<file path="config.mk">
export PLATFORM = sky130hd
export DESIGN_NAME = ps2_key_event_decoder
export DESIGN_NICKNAME = d
export VERILOG_FILES = /design/src/rtl/ps2_key_pkg.sv /design/src/rtl/ps2_key_event_decoder_fifo.sv /design/src/rtl/ps2_key_event_decoder.sv
export SDC_FILE = /design/constraint.sdc
export NUM_CORES = 1
export LEC_CHECK = 0
export CORE_ASPECT_RATIO = 1.75
export CORE_MARGIN = 2
export CORE_UTILIZATION = 45
export DETAILED_ROUTE_END_ITERATION = 10
export PLACE_DENSITY = 0.74
export SLEW_MARGIN = 20
export SYNTH_ARGS = -nofsm -noshare
export SYNTH_HDL_FRONTEND = slang
export SYNTH_HIERARCHICAL = 1
export SYNTH_SLANG_ARGS = --single-unit
</file>
<file path="constraint.sdc">
create_clock -name clk -period 4.4 [get_ports clk]
set_clock_uncertainty 0.2 [all_clocks]
set_input_delay 0.44 -clock clk [delete_from_list [all_inputs] [get_ports clk]]
set_output_delay 0.44 -clock clk [all_outputs]
set_load 0.05 [all_outputs]
</file>
<file path="src/rtl/ps2_key_pkg.sv">
// Shared constants, state encodings and scancode tables
// for the PS/2 key event decoder.
package ps2_key_pkg;

  localparam logic [2:0] K_CHAR  = 3'd0;
  localparam logic [2:0] K_LEFT  = 3'd1;
  localparam logic [2:0] K_RIGHT = 3'd2;
  localparam logic [2:0] K_UP    = 3'd3;
  localparam logic [2:0] K_DOWN  = 3'd4;
  localparam logic [2:0] K_ENTER = 3'd5;
  localparam logic [2:0] K_BACK  = 3'd6;

  typedef enum logic [1:0] {
    S_IDLE,
    S_EXT,
    S_BRK,
    S_EXT_BRK
  } state_t;

  localparam logic [7:0] B_EXT    = 8'hE0;
  localparam logic [7:0] B_BRK    = 8'hF0;
  localparam logic [7:0] B_LSHIFT = 8'h12;
  localparam logic [7:0] B_RSHIFT = 8'h59;

  function automatic logic is_ignored(
    input logic [7:0] code
  );
    return code inside {8'hAA, 8'hFA, 8'hEE,
                        8'hFE, 8'h00, 8'hFF};
  endfunction

  function automatic logic [6:0] scan_to_ascii(
    input logic [7:0] code
  );
    logic [7:0] r;
    case (code)
      8'h1C: r = "a";  8'h32: r = "b";
      8'h21: r = "c";  8'h23: r = "d";
      8'h24: r = "e";  8'h2B: r = "f";
      8'h34: r = "g";  8'h33: r = "h";
      8'h43: r = "i";  8'h3B: r = "j";
      8'h42: r = "k";  8'h4B: r = "l";
      8'h3A: r = "m";  8'h31: r = "n";
      8'h44: r = "o";  8'h4D: r = "p";
      8'h15: r = "q";  8'h2D: r = "r";
      8'h1B: r = "s";  8'h2C: r = "t";
      8'h3C: r = "u";  8'h2A: r = "v";
      8'h1D: r = "w";  8'h22: r = "x";
      8'h35: r = "y";  8'h1A: r = "z";
      8'h16: r = "1";  8'h1E: r = "2";
      8'h26: r = "3";  8'h25: r = "4";
      8'h2E: r = "5";  8'h36: r = "6";
      8'h3D: r = "7";  8'h3E: r = "8";
      8'h46: r = "9";  8'h45: r = "0";
      8'h29: r = " ";  8'h0E: r = 8'h60;
      8'h4E: r = "-";  8'h55: r = "=";
      8'h54: r = "[";  8'h5B: r = "]";
      8'h4C: r = ";";  8'h52: r = "'";
      8'h41: r = ",";  8'h49: r = ".";
      8'h4A: r = "/";  8'h5D: r = "\\";
      default: r = 8'h00;
    endcase
    return r[6:0];
  endfunction

  function automatic logic [6:0] scan_to_ascii_shift(
    input logic [7:0] code
  );
    logic [7:0] b;
    logic [7:0] r;
    b = {1'b0, scan_to_ascii(code)};
    if (b >= "a" && b <= "z") begin
      r = b - 8'd32;
    end else begin
      case (b)
        "1": r = "!";  "2": r = "@";
        "3": r = "#";  "4": r = "$";
        "5": r = "%";  "6": r = "^";
        "7": r = "&";  "8": r = "*";
        "9": r = "(";  "0": r = ")";
        8'h60: r = "~";  "-": r = "_";
        "=": r = "+";  "[": r = "{";
        "]": r = "}";  ";": r = ":";
        "'": r = "\""; ",": r = "<";
        ".": r = ">";  "/": r = "?";
        "\\": r = "|";
        default: r = b;
      endcase
    end
    return r[6:0];
  endfunction

endpackage

</file>
<file path="src/rtl/ps2_key_event_decoder_fifo.sv">
// Synchronous event FIFO carrying {kind, char};
// the head reads as zero while the FIFO is empty.
module event_fifo #(
  parameter int FIFO_DEPTH = 4
) (
  input  logic       clk,
  input  logic       reset,
  input  logic       push,
  input  logic       pop,
  input  logic [9:0] din,
  output logic       full,
  output logic       empty,
  output logic [9:0] dout
);
  localparam int AW = $clog2(FIFO_DEPTH);
  localparam int CW = $clog2(FIFO_DEPTH + 1);

  logic [9:0]    mem [FIFO_DEPTH];
  logic [AW-1:0] wr_ptr;
  logic [AW-1:0] rd_ptr;
  logic [CW-1:0] count;
  logic          do_push;
  logic          do_pop;

  assign full    = (count == CW'(FIFO_DEPTH));
  assign empty   = (count == '0);
  assign do_pop  = pop && !empty;
  // a pop in the same cycle frees the slot for a full-FIFO push
  assign do_push = push && (!full || do_pop);
  assign dout    = empty ? '0 : mem[rd_ptr];

  always_ff @(posedge clk) begin
    if (reset && do_push) mem[wr_ptr] <= din;
  end

  always_ff @(posedge clk) begin
    if (!reset) begin
      wr_ptr <= '0;
      rd_ptr <= '0;
      count  <= '0;
    end else begin
      if (do_push) wr_ptr <= wr_ptr + AW'(1);
      if (do_pop)  rd_ptr <= rd_ptr + AW'(1);
      count <= count + CW'(do_push) - CW'(do_pop);
    end
  end
endmodule

</file>
<file path="src/rtl/ps2_key_event_decoder.sv">
// PS/2 byte stream to key events: prefix FSM, shift
// tracking, repeat filter, decode register and FIFO.
module ps2_key_event_decoder
  import ps2_key_pkg::*;
#(
  parameter int FIFO_DEPTH    = 4,
  parameter bit REPEAT_FILTER = 1'b1
) (
  input  logic       clk,
  input  logic       reset,
  input  logic       scan_valid,
  input  logic [7:0] scan_code,
  output logic       ev_valid,
  input  logic       ev_ready,
  output logic [2:0] ev_kind,
  output logic [6:0] ev_char,
  output logic       shift_held,
  output logic       overflow
);
  state_t     state;
  state_t     state_nx;
  logic       lshift;
  logic       rshift;
  logic       last_valid;
  logic [8:0] last_make;
  logic       dec_valid;
  logic [9:0] dec_ev;
  logic       ext;
  logic       brk;
  logic       key_hit;
  logic       is_shift;
  logic       match;
  logic       mapped;
  logic       emit;
  logic [2:0] mk_kind;
  logic [6:0] mk_char;
  logic [6:0] ch;
  logic       full;
  logic       empty;
  logic       pop;

  assign ext = (state == S_EXT) || (state == S_EXT_BRK);
  assign brk = (state == S_BRK) || (state == S_EXT_BRK);
  assign key_hit = scan_valid && !is_ignored(scan_code)
                && scan_code != B_EXT && scan_code != B_BRK;
  assign is_shift = (scan_code == B_LSHIFT)
                 || (scan_code == B_RSHIFT);
  assign match = last_valid && (last_make == {ext, scan_code});
  assign ch = shift_held ? scan_to_ascii_shift(scan_code)
                         : scan_to_ascii(scan_code);
  assign emit = key_hit && !brk && !is_shift && mapped
             && !(REPEAT_FILTER && match);
  assign shift_held = lshift | rshift;
  assign pop = ev_valid && ev_ready;

  always_ff @(posedge clk) begin
    if (!reset) state <= S_IDLE;
    else        state <= state_nx;
  end

  always_comb begin
    state_nx = state;
    mk_kind  = K_CHAR;
    mk_char  = '0;
    mapped   = 1'b0;
    if (scan_valid && !is_ignored(scan_code)) begin
      unique case (1'b1)
        (scan_code == B_EXT): state_nx = S_EXT;
        (scan_code == B_BRK):
          state_nx = ext ? S_EXT_BRK : S_BRK;
        default: state_nx = S_IDLE;
      endcase
    end
    if (ext) begin
      mapped = 1'b1;
      case (scan_code)
        8'h75:   mk_kind = K_UP;
        8'h72:   mk_kind = K_DOWN;
        8'h6B:   mk_kind = K_LEFT;
        8'h74:   mk_kind = K_RIGHT;
        8'h5A:   mk_kind = K_ENTER;
        default: mapped  = 1'b0;
      endcase
    end else begin
      mapped = 1'b1;
      case (scan_code)
        8'h5A: mk_kind = K_ENTER;
        8'h66: mk_kind = K_BACK;
        default: begin
          mk_char = ch;
          mapped  = (ch != '0);
        end
      endcase
    end
  end

  // E0-prefixed shift codes are fake shifts and leave state alone
  always_ff @(posedge clk) begin
    if (!reset) begin
      lshift <= 1'b0;
      rshift <= 1'b0;
    end else if (key_hit && !ext) begin
      if (scan_code == B_LSHIFT) lshift <= !brk;
      if (scan_code == B_RSHIFT) rshift <= !brk;
    end
  end

  always_ff @(posedge clk) begin
    if (!reset) begin
      last_valid <= 1'b0;
      last_make  <= '0;
    end else if (key_hit && !is_shift) begin
      if (brk) begin
        if (match) last_valid <= 1'b0;
      end else if (emit) begin
        last_make  <= {ext, scan_code};
        last_valid <= 1'b1;
      end
    end
  end

  always_ff @(posedge clk) begin
    if (!reset) begin
      dec_valid <= 1'b0;
      dec_ev    <= '0;
    end else begin
      dec_valid <= emit;
      dec_ev    <= {mk_kind, mk_char};
    end
  end

  always_ff @(posedge clk) begin
    if (!reset)                          overflow <= 1'b0;
    else if (dec_valid && full && !pop)  overflow <= 1'b1;
  end

  event_fifo #(
    .FIFO_DEPTH(FIFO_DEPTH)
  ) u_fifo (
    .clk  (clk),
    .reset(reset),
    .push (dec_valid),
    .pop  (pop),
    .din  (dec_ev),
    .full (full),
    .empty(empty),
    .dout ({ev_kind, ev_char})
  );

  assign ev_valid = !empty;
endmodule

</file>
## Word level (Yosys, flattened, before mapping)

Memories as Yosys holds them, arrays and structs flattened. A register that Yosys moved wholly into a read port is not among the register bits.
Index checks and enable logic that the tools add are counted.
Widths: inputs -> output; s select.

- Output and inout port bits: 13
- Logic and storage cells: 131
- Bits in writable memories: 40
- Register bits after elaboration: 33
- Bits of input ports: 12
- Memory bits (read-only): 1792
- Memories: 3

- Bitwise gates (word level): 3
- Reduce and logical (&&, ||, !) cells: 41
- Muxes and demuxes: 21
- Equal/unequal tests: 44
- $add $sub $neg: 5
- Magnitude comparators: 2

Memories:

| memory | depth | width | rd ports | clocked after Yosys merged registers in | wr ports | RTL line | text |
|---|---|---|---|---|---|---|---|
| (name not given) | 128 | 7 | 1 | 0 | 0 | ps2_key_pkg.sv:36 | `case (code)` |
| (name not given) | 128 | 7 | 1 | 0 | 0 | ps2_key_pkg.sv:36 |  |
| u_fifo.mem | 4 | 10 | 1 | 1 | 1 | ps2_key_event_decoder_fifo.sv:18 | `logic [9:0] mem [FIFO_DEPTH];` |

Operator list:

| cell | count |
|---|---|
| $pmux 7 s21 | 1 |
| $eq 7x6->1 const B | 17 |
| $eq 8x7->1 const B | 7 |
| $eq 8x8->1 const B | 7 |
| $eq 7x7->1 const B | 4 |
| $mux 7 | 4 |
| $logic_and 1x1->1 | 17 |
| $ne 8x8->1 const B | 2 |
| $pmux 3 s5 | 1 |
| $mux 10 | 1 |
| $eq 9x9->1 | 1 |
| $mux 1 | 9 |
| $eq 8x5->1 const B | 1 |
| $logic_not 1->1 | 8 |
| $logic_not 8->1 | 1 |
| $ge 7x7->1 const B | 1 |
| $le 7x7->1 const B | 1 |
| $reduce_bool 7->1 | 1 |
| $sub 7x6->7 const B | 1 |
| $pmux 3 s2 | 1 |
| $reduce_and 3->1 | 2 |
| $reduce_bool 6->1 | 1 |
| $reduce_or 5->1 | 1 |
| $add 2x1->2 const B | 2 |
| 17 further kinds | 24 |

## Longest topological paths before layout

Gate-level depths: netlist (run 1).
An unclocked memory read counts as a cell.

- Depth in word-level cells: 13
- Gate-level depth with buffers: 20
- Mapped depth without buffers: 15

## Modules after synthesis

Netlist (run 1), hierarchy kept.

Modules (own cells, without submodules):

| module | cells each | instances | area each (µm²) |
|---|---|---|---|
| ps2_key_event_decoder | 414 | 1 | 3054.2 |
| event_fifo | 111 | 1 | 2019.4 |

## Worst setup path before layout (run 1)

Ideal clock, no wire load.

- Path type: in2reg
- Start point: input scan_code[0]
- End point: register last_valid
- Required time: 4.085 ns
- Arrival: 3.933 ns
- Stages: 16
- Path buffers: 4
- Library setup time: 0.115 ns
- Slack: 0.152 ns
- Cells stage by stage: buf_2 inv_1 ha_1 buf_6 or2_0 mux4_2 o2111ai_2 nand2_2 or4_4 a21oi_4 a311oi_2 buf_6 a2111oi_2 a41oi_2 buf_6 o21a_1

- Longest elaborated chain between the ends: 13

Ends and longest elaborated chain:

| what | RTL line | text |
|---|---|---|
| start: declaration | ps2_key_event_decoder.sv:12 | `input logic [7:0] scan_code,` |
| $mem_v2 128x7 | n/a |  |
| $mux 7 | ps2_key_pkg.sv:36 |  |
| $ge 7x7->1, or another cell as far along | ps2_key_pkg.sv:72 | `if (b >= "a" && b <= "z") begin` |
| $logic_and 1x1->1 or $pmux 7 s21 (tied branches) | ps2_key_pkg.sv:72, ps2_key_pkg.sv:75 |  |
| $mux 7 | ps2_key_pkg.sv:72 |  |
| $mux 7 | ps2_key_event_decoder.sv:49 | `assign ch = shift_held ? scan_to_ascii_shift(scan_code)` |
| $reduce_bool 7->1 | ps2_key_event_decoder.sv:91 | `mapped = (ch != '0);` |
| $mux 1 | ps2_key_event_decoder.sv:86 | `case (scan_code)` |
| $mux 1 | ps2_key_event_decoder.sv:74 | `if (ext) begin` |
| $logic_and 1x1->1 | ps2_key_event_decoder.sv:51 | `assign emit = key_hit && !brk && !is_shift && mapped` |
| $logic_and 1x1->1 | ps2_key_event_decoder.sv:52 | `&& !(REPEAT_FILTER && match);` |
| $reduce_bool 2->1 (no source line) | n/a |  |
| $reduce_and 3->1 (no source line) (*) | n/a |  |
| end signal: assignment | ps2_key_event_decoder.sv:110 | `last_valid <= 1'b0;` |
| end signal: assignment | ps2_key_event_decoder.sv:114 | `if (match) last_valid <= 1'b0;` |
| end signal: assignment | ps2_key_event_decoder.sv:117 | `last_valid <= 1'b1;` |
| end: declaration | ps2_key_event_decoder.sv:24 | `logic last_valid;` |

Mark *: on every way between the ends. The rest lies on a longest branch, timed or not.
A chain may end at the register's enable or synchronous reset.

## Worst setup path after layout (run 1)

- Start point: input scan_code[3]
- End point: register last_valid

The elaborated chain is that of the path after synthesis.

==> metrics.txt, run 1 <==
largest net degree at the start of global routing=25; leak pwr=2.63 nW; CP Class=in -> reg; Finish-stage setup viols=0; # IOs=25; Die H=between 100 and 150 um; initial antenna violation count=0; clk sink count=75; clk slew on worst S/H paths=around 0.060 ns; initial core utilization=46.0%; Iteration-0 DRC Markers=289; CP required=roughly 4.4 ns; worst skew pair latency=0.33 ns; hold_buf cts=0; Synth cell types=98; Cells after Synth=525; DR vias=4675; xor and xnor fraction of the mapped netlist area=2.07%; row count=51; most common flop cell mapped by yosys=edfxtp_1; combinational family with the most area after synthesis=simple AND/OR/NAND/NOR gates; status=finished, final reports clean; Routed WL per cell=19.1 um; CP Launch Type=input port; Post-DP Area=6260 um^2; Final Wtd Congestion=1.07; FFs w/ async S/R, synth=0%; CP arrival=4.31 ns; detailed-router iteration count before antenna repair=5; Ant. Diodes=0; H-tree Lvls=3; CTS Buffer Depth=2; Slew headroom=50.9%; Worst setup EP type=register; syn nets=~550; Mapped Area=5070 um^2; pwr dens=337 nW/um^2; final core occ=around three fifths; worst min path class=reg -> reg; nets@finish=686; number of flops mapped to enable cells by yosys=40; CORE AREA=11000 um^2; Max Fclk=233 MHz; Fin. Hold Viols=0; final setup TNS=0 ns; DRT Wirelength=15200 um; Mapped Avg Cell Area=9.66 um^2; min Tclk post-route=4.29 ns; DIE AREA=~12000 um^2; Yosys reg bits=75; Area growth syn-to-layout=32.5%; mux cell area share after synthesis=8.58%; CP Max Fanout=23; share of cells above drive strength 1=32.8%; Least-Margin Pin Slew=0.734 ns; Final Instance Area=around 6700 um^2; Slew Limit Fails=0; DR vias/cell=5.87; synth warn=6; die width=around 84 um; VDD IR max=0.474 mV; total track usage=25.9%; vias in the first global route=4873; CTS tree=yes; reg2reg setup slack=between 1.5 and 2 ns; fin crit share=97.5%; global route overflow=0; antenna viol nets, final=0; post-place setup slack=-0.611 ns; buffers added on ports=24; register area share after synthesis=a little under two fifths; Adder-Cell Fraction of Synth Area=3.80%; DRC Markers=0; Root Buffer=clkbuf_16; dpl hpwl=about 12000 um; post-synthesis simple-gate area fraction=22.3%; max capacitance violation total=0; first-pass GRT wire length=roughly 24000 um; post-synthesis compound-gate area fraction=19.0%; post-route setup slack=0.110 ns; Num CTS Buffers=9
==> cell families (layout without fill, tap and decap cells) <==
| logic type | after synthesis | after routing |
|---|---|---|
| adders and majority gates | 15 | 15 |
| muxes | 29 | 29 |
| buffers and inverters | 58 | 198 |
| xor gates and xnor gates | 12 | 12 |
| DFF | 75 | 75 |
| and+or+nand+nor | 215 | 215 |
| AOI/OAI and AO/OA | 121 | 121 |
==> placed cells by master, fill, tap and decap left out, types with 5 or more instances in the layout <==
cell	count
o21a_1	5
nor2b_1	12
mux4_2	11
nand2_1	62
xnor2_1	12
nand2b_1	10
clkdlybuf4s50_1	21
nor3_1	17
a211oi_1	6
mux2i_1	16
o21ai_0	11
nand4_1	7
nand3_1	12
and2_1	10
inv_1	11
nor2_1	37
a21oi_1	18
edfxtp_1	40
buf_4	141
o211ai_1	6
ha_1	9
clkbuf_16	9
dfxtp_1	35
and3_1	6
or3_1	6
==> layer usage <==
layer	track usage (%)	up-vias	share of wire [%]
li1	-	2214	-
met5	0	-	0
met4	20.0	0	7.7
met2	51.0	158	56
met1	23.2	2232	33
met3	3.08	71	2.7
==> critical path: stages <==
cell,delay (ns)
clkdlybuf4s50_1,0.45
buf_12,0.17
or2_1,0.23
a21o_1,0.21
a311o_1,0.31
and3_4,0.19
buf_4,0.14
or3_1,0.38
a21oi_1,0.17
o21ai_2,0.10
a311oi_4,0.43
buf_4,0.21
mux2i_1,0.18
and3_1,0.18
a41oi_2,0.09
buf_4,0.21
o21a_1,0.19
==> repair_timing <==
item | CTS | global route
pin swaps | 5 | 3
resized for setup | 16 | 13
endpoints found under the setup margin | 11 | 11
buffers inserted | 2 | 0
==> state kept, by name, indices dropped and copies added (netlist names), named ones only <==
register / cells
dec_valid: 1
u_fifo/rd_ptr: 2
last_valid: 1
rshift: 1
u_fifo/mem: 40
last_make: 9
overflow: 1
lshift: 1
u_fifo/wr_ptr: 2
u_fifo/count: 3
state: 2
dec_ev: 10
==> report_power, final <==
part | switching, mW | leakage [nW] | internal [mW]
logic | 0.413 | 1.82 | 0.315
registers | 0.0358 | 0.658 | 0.768
clock network | 0.282 | 0.154 | 0.455
==> cell usage after synthesis, drive strengths merged (10+ instances only) <==
| library cell | instances | share of area (%) |
|---|---|---|
| nand2 | 63 | 4.7 |
| edfxtp | 40 | 24 |
| nor2 | 38 | 2.9 |
| dfxtp | 35 | 14 |
| buf | 33 | 4.8 |
| a21oi | 21 | 2.4 |
| nor3 | 19 | 2.0 |
| mux2i | 18 | 3.7 |
| o21ai | 16 | 1.7 |
| inv | 15 | 1.2 |
| nor2b | 15 | 2.3 |
| ha | 13 | 3.2 |
| nand3 | 12 | 1.2 |
| xnor2 | 12 | 2.1 |
| and2 | 11 | 1.4 |
| mux4 | 11 | 4.9 |
| nand2b | 11 | 1.4 |
| clkbuf | 10 | 0.79 |
==> final timing paths <==
check | startpoint | endpoint | depth (start not counted)
setup / recovery | scan_code[3] | last_valid$_SDFFE_PN0P_ | 17
hold / removal | last_make[7]$_SDFFE_PN0P_ | last_make[7]$_SDFFE_PN0P_ | 2
setup reg to reg | u_fifo/count[1]$_SDFF_PN0_ | u_fifo/count[2]$_SDFF_PN0_ | 11
hold reg to reg | last_make[7]$_SDFFE_PN0P_ | last_make[7]$_SDFFE_PN0P_ | 2
==> area by class of cell <==
cell class | instances | area [um^2]
clock buffers | 10 | 239
clock inverters | 6 | 61.3
fillers | 934 | 4320
inverters | 15 | 58.8
multi-input cells | 392 | 2960
flip-flops and latches | 75 | 1900
well taps | 132 | 165
repair buffers | 167 | 1330
==> metrics by stage <==
| stage | power, mW | cells | hold WS (ns) |
|---|---|---|---|
| 4_1_cts | 2.28 | 797 | 0.248 |
| 2_1_floorplan | 1.28 | 525 | 0.222 |
| 5_1_grt | 2.36 | 797 | 0.283 |
| 3_5_place_dp | 1.53 | 779 | 0.238 |
| 3_3_place_gp | 1.52 | 779 | 0.236 |
| 6_report | 2.27 | 797 | 0.247 |
Power figures use the tool's default switching activity.
==> run 2, diff against run 1 <==
CTS_CLUSTER_DIAMETER = 60   (was default)
SKIP_LAST_GASP = 1   (was default)
==> results of run 2 <==
The final DEF is identical to that of run 1; final timing and power are the same.
==> run 3, diff against run 2 <==
CORE_UTILIZATION = 25   (was 45)
GPL_ROUTABILITY_DRIVEN = 0   (was default)
PLACE_DENSITY = 0.5   (was 0.74)
==> run 3 against run 2 <==
  * Combinational power increased by 7.0%
  * Largest cell class unchanged
  * Global-route usage fell by 11 points
  * Sequential cell count stayed put
  * Sequential power is essentially flat
  * Clock power down 7.6%
  * Via count fell by 0.98%
  * First-iteration DRC count is 11% lower
==> metrics.txt, run 3 (synthesis gave the netlist of run 1 again) <==
Fin. Hold Viols=0; hold slack=0.259 ns; CP Class=in -> reg; most frequent cells in the layout=buf_4 (124), nand2_1 (59), edfxtp_1 (40); nets@finish=686; CP required=4.45 ns; VDD IR max=~0.23 mV; H-tree Lvls=3; Top reg by flops=u_fifo/mem; CTS tree=yes; commonest non-fill, non-tap cell in the layout=buf_4; Num CTS Buffers=9; global route overflow=0; Worst setup EP type=register; # IOs=25; clk sink count=75; Die H=192 um; initial antenna violation count=0; min Tclk post-route=4.30 ns; CTS Buffer Depth=2; row count=69; max FFs per register=40; DIE AREA=roughly 21000 um^2; initial core utilization=25.2%; vias in the first global route=a little under 5000; Iteration-0 DRC Markers=257; Largest regs=u_fifo/mem (40), dec_ev (10), last_make (9); DR vias/cell=5.07; Max Fclk=233 MHz; Final Instance Area=7170 um^2; worst skew pair latency=0.32 ns; DR vias=4629; Area growth syn-to-layout=41.4%; CP Max Fanout=17; share of cells above drive strength 1=37.9%; pwr dens=316 nW/um^2; DRC Markers=0; first-pass GRT wire length=25000 um; Root Buffer=clkbuf_16; Slew headroom=53.7%; largest net degree at the start of global routing=33; Slew Limit Fails=0; CP arrival=4.35 ns; total track usage=14.6%; Ant. Diodes=0; die width=112 um; Least-Margin Pin Slew=approximately 0.69 ns; worst min path class=reg -> reg; CP Launch Type=input port; dpl hpwl=between 10000 and 15000 um; CORE AREA=between 20000 and 25000 um^2; antenna viol nets, final=0; Finish-stage setup viols=0; Routed WL per cell=17.1 um; DRT Wirelength=between 15000 and 20000 um; fin crit share=97.6%; leak pwr=2.65 nW; detailed-router iteration count before antenna repair=4; Post-DP Area=around 6400 um^2; max capacitance violation total=0; clk slew on worst S/H paths=0.06 ns; buffers added on ports=24; status=finished, final reports clean
run 3: changes by cell type in the layout (fill, tap and decap cells not counted), sizes merged, moves of 2 or more:
cell / delta
clkinvlp: +2
clkdlybuf4s15: +2
clkbuf: +2
inv: -3
run 3: metal layers:
layer  share of wire [%]  global-route usage [%]  wire [um]  vias up
met1                  34                    13.6       5310     2208
met2                  54                    28.4       8480      138
li1                    -                       -          -     2208
met3                 3.0                    1.51        469       75
met5                   0                       0          0        -
met4                 8.9                    11.4       1390        0
run 3: timing repair:
action | CTS | global route
pin swaps | 15 | 22
cloned | 1 | 1
buffers inserted | 5 | 4
resized for setup | 47 | 43
hold buffers | 0 | 0
endpoints found under the setup margin | 11 | 11
run 3: path summary, 6_finish.rpt:
path	startpoint	end	slack [ns]	cells after the start
setup / recovery	scan_code[4]	last_make[4]$_SDFFE_PN0P_	0.10	17
setup reg to reg	u_fifo/count[1]$_SDFF_PN0_	u_fifo/count[2]$_SDFF_PN0_	1.66	11
hold / removal	last_make[7]$_SDFFE_PN0P_	last_make[7]$_SDFFE_PN0P_	0.26	2
hold reg to reg	last_make[7]$_SDFFE_PN0P_	last_make[7]$_SDFFE_PN0P_	0.26	2
run 3: critical path: stages:
cell and delay [ns]:
clkdlybuf4s50_1 0.50, buf_12 0.16, nand2_1 0.19, o31ai_2 0.26, a21oi_1 0.06, o32a_1 0.38, inv_2 0.15, nand2_1 0.08
or4_4 0.55, a21oi_4 0.23, a311oi_4 0.10, buf_6 0.17, mux2i_1 0.10, and3_1 0.21, a41oi_4 0.39, buf_12 0.17
mux2i_1 0.19
run 3: metrics by stage:
stage	setup TNS (ns)	power, mW	setup WS, ns	util, %	instances
after floorplan	0	1.28	0.152	-	525
after global placement	-6.66	1.53	-0.623	31.7	886
after detailed placement	-7.59	1.54	-0.711	31.7	886
after CTS	0	2.26	0.0505	34.5	908
after global routing	-0.0936	2.37	-0.0452	35.7	913
final	0	2.26	0.105	35.7	913
run 3: area by class of cell:
class | instances | area (um^2)
fill | 2006 | 12900
multi-input combinational | 392 | 3160
sequential | 75 | 1900
timing repair buffer | 167 | 1450
tap | 248 | 310
clock buffer | 11 | 253
inverter | 15 | 62.6
clock inverter | 5 | 36.3
run 3: where the power goes:
part           internal [mW]  total, mW  switching (mW)
logic                  0.342      0.779           0.437
clock network          0.413      0.681           0.268
registers              0.768      0.804          0.0361
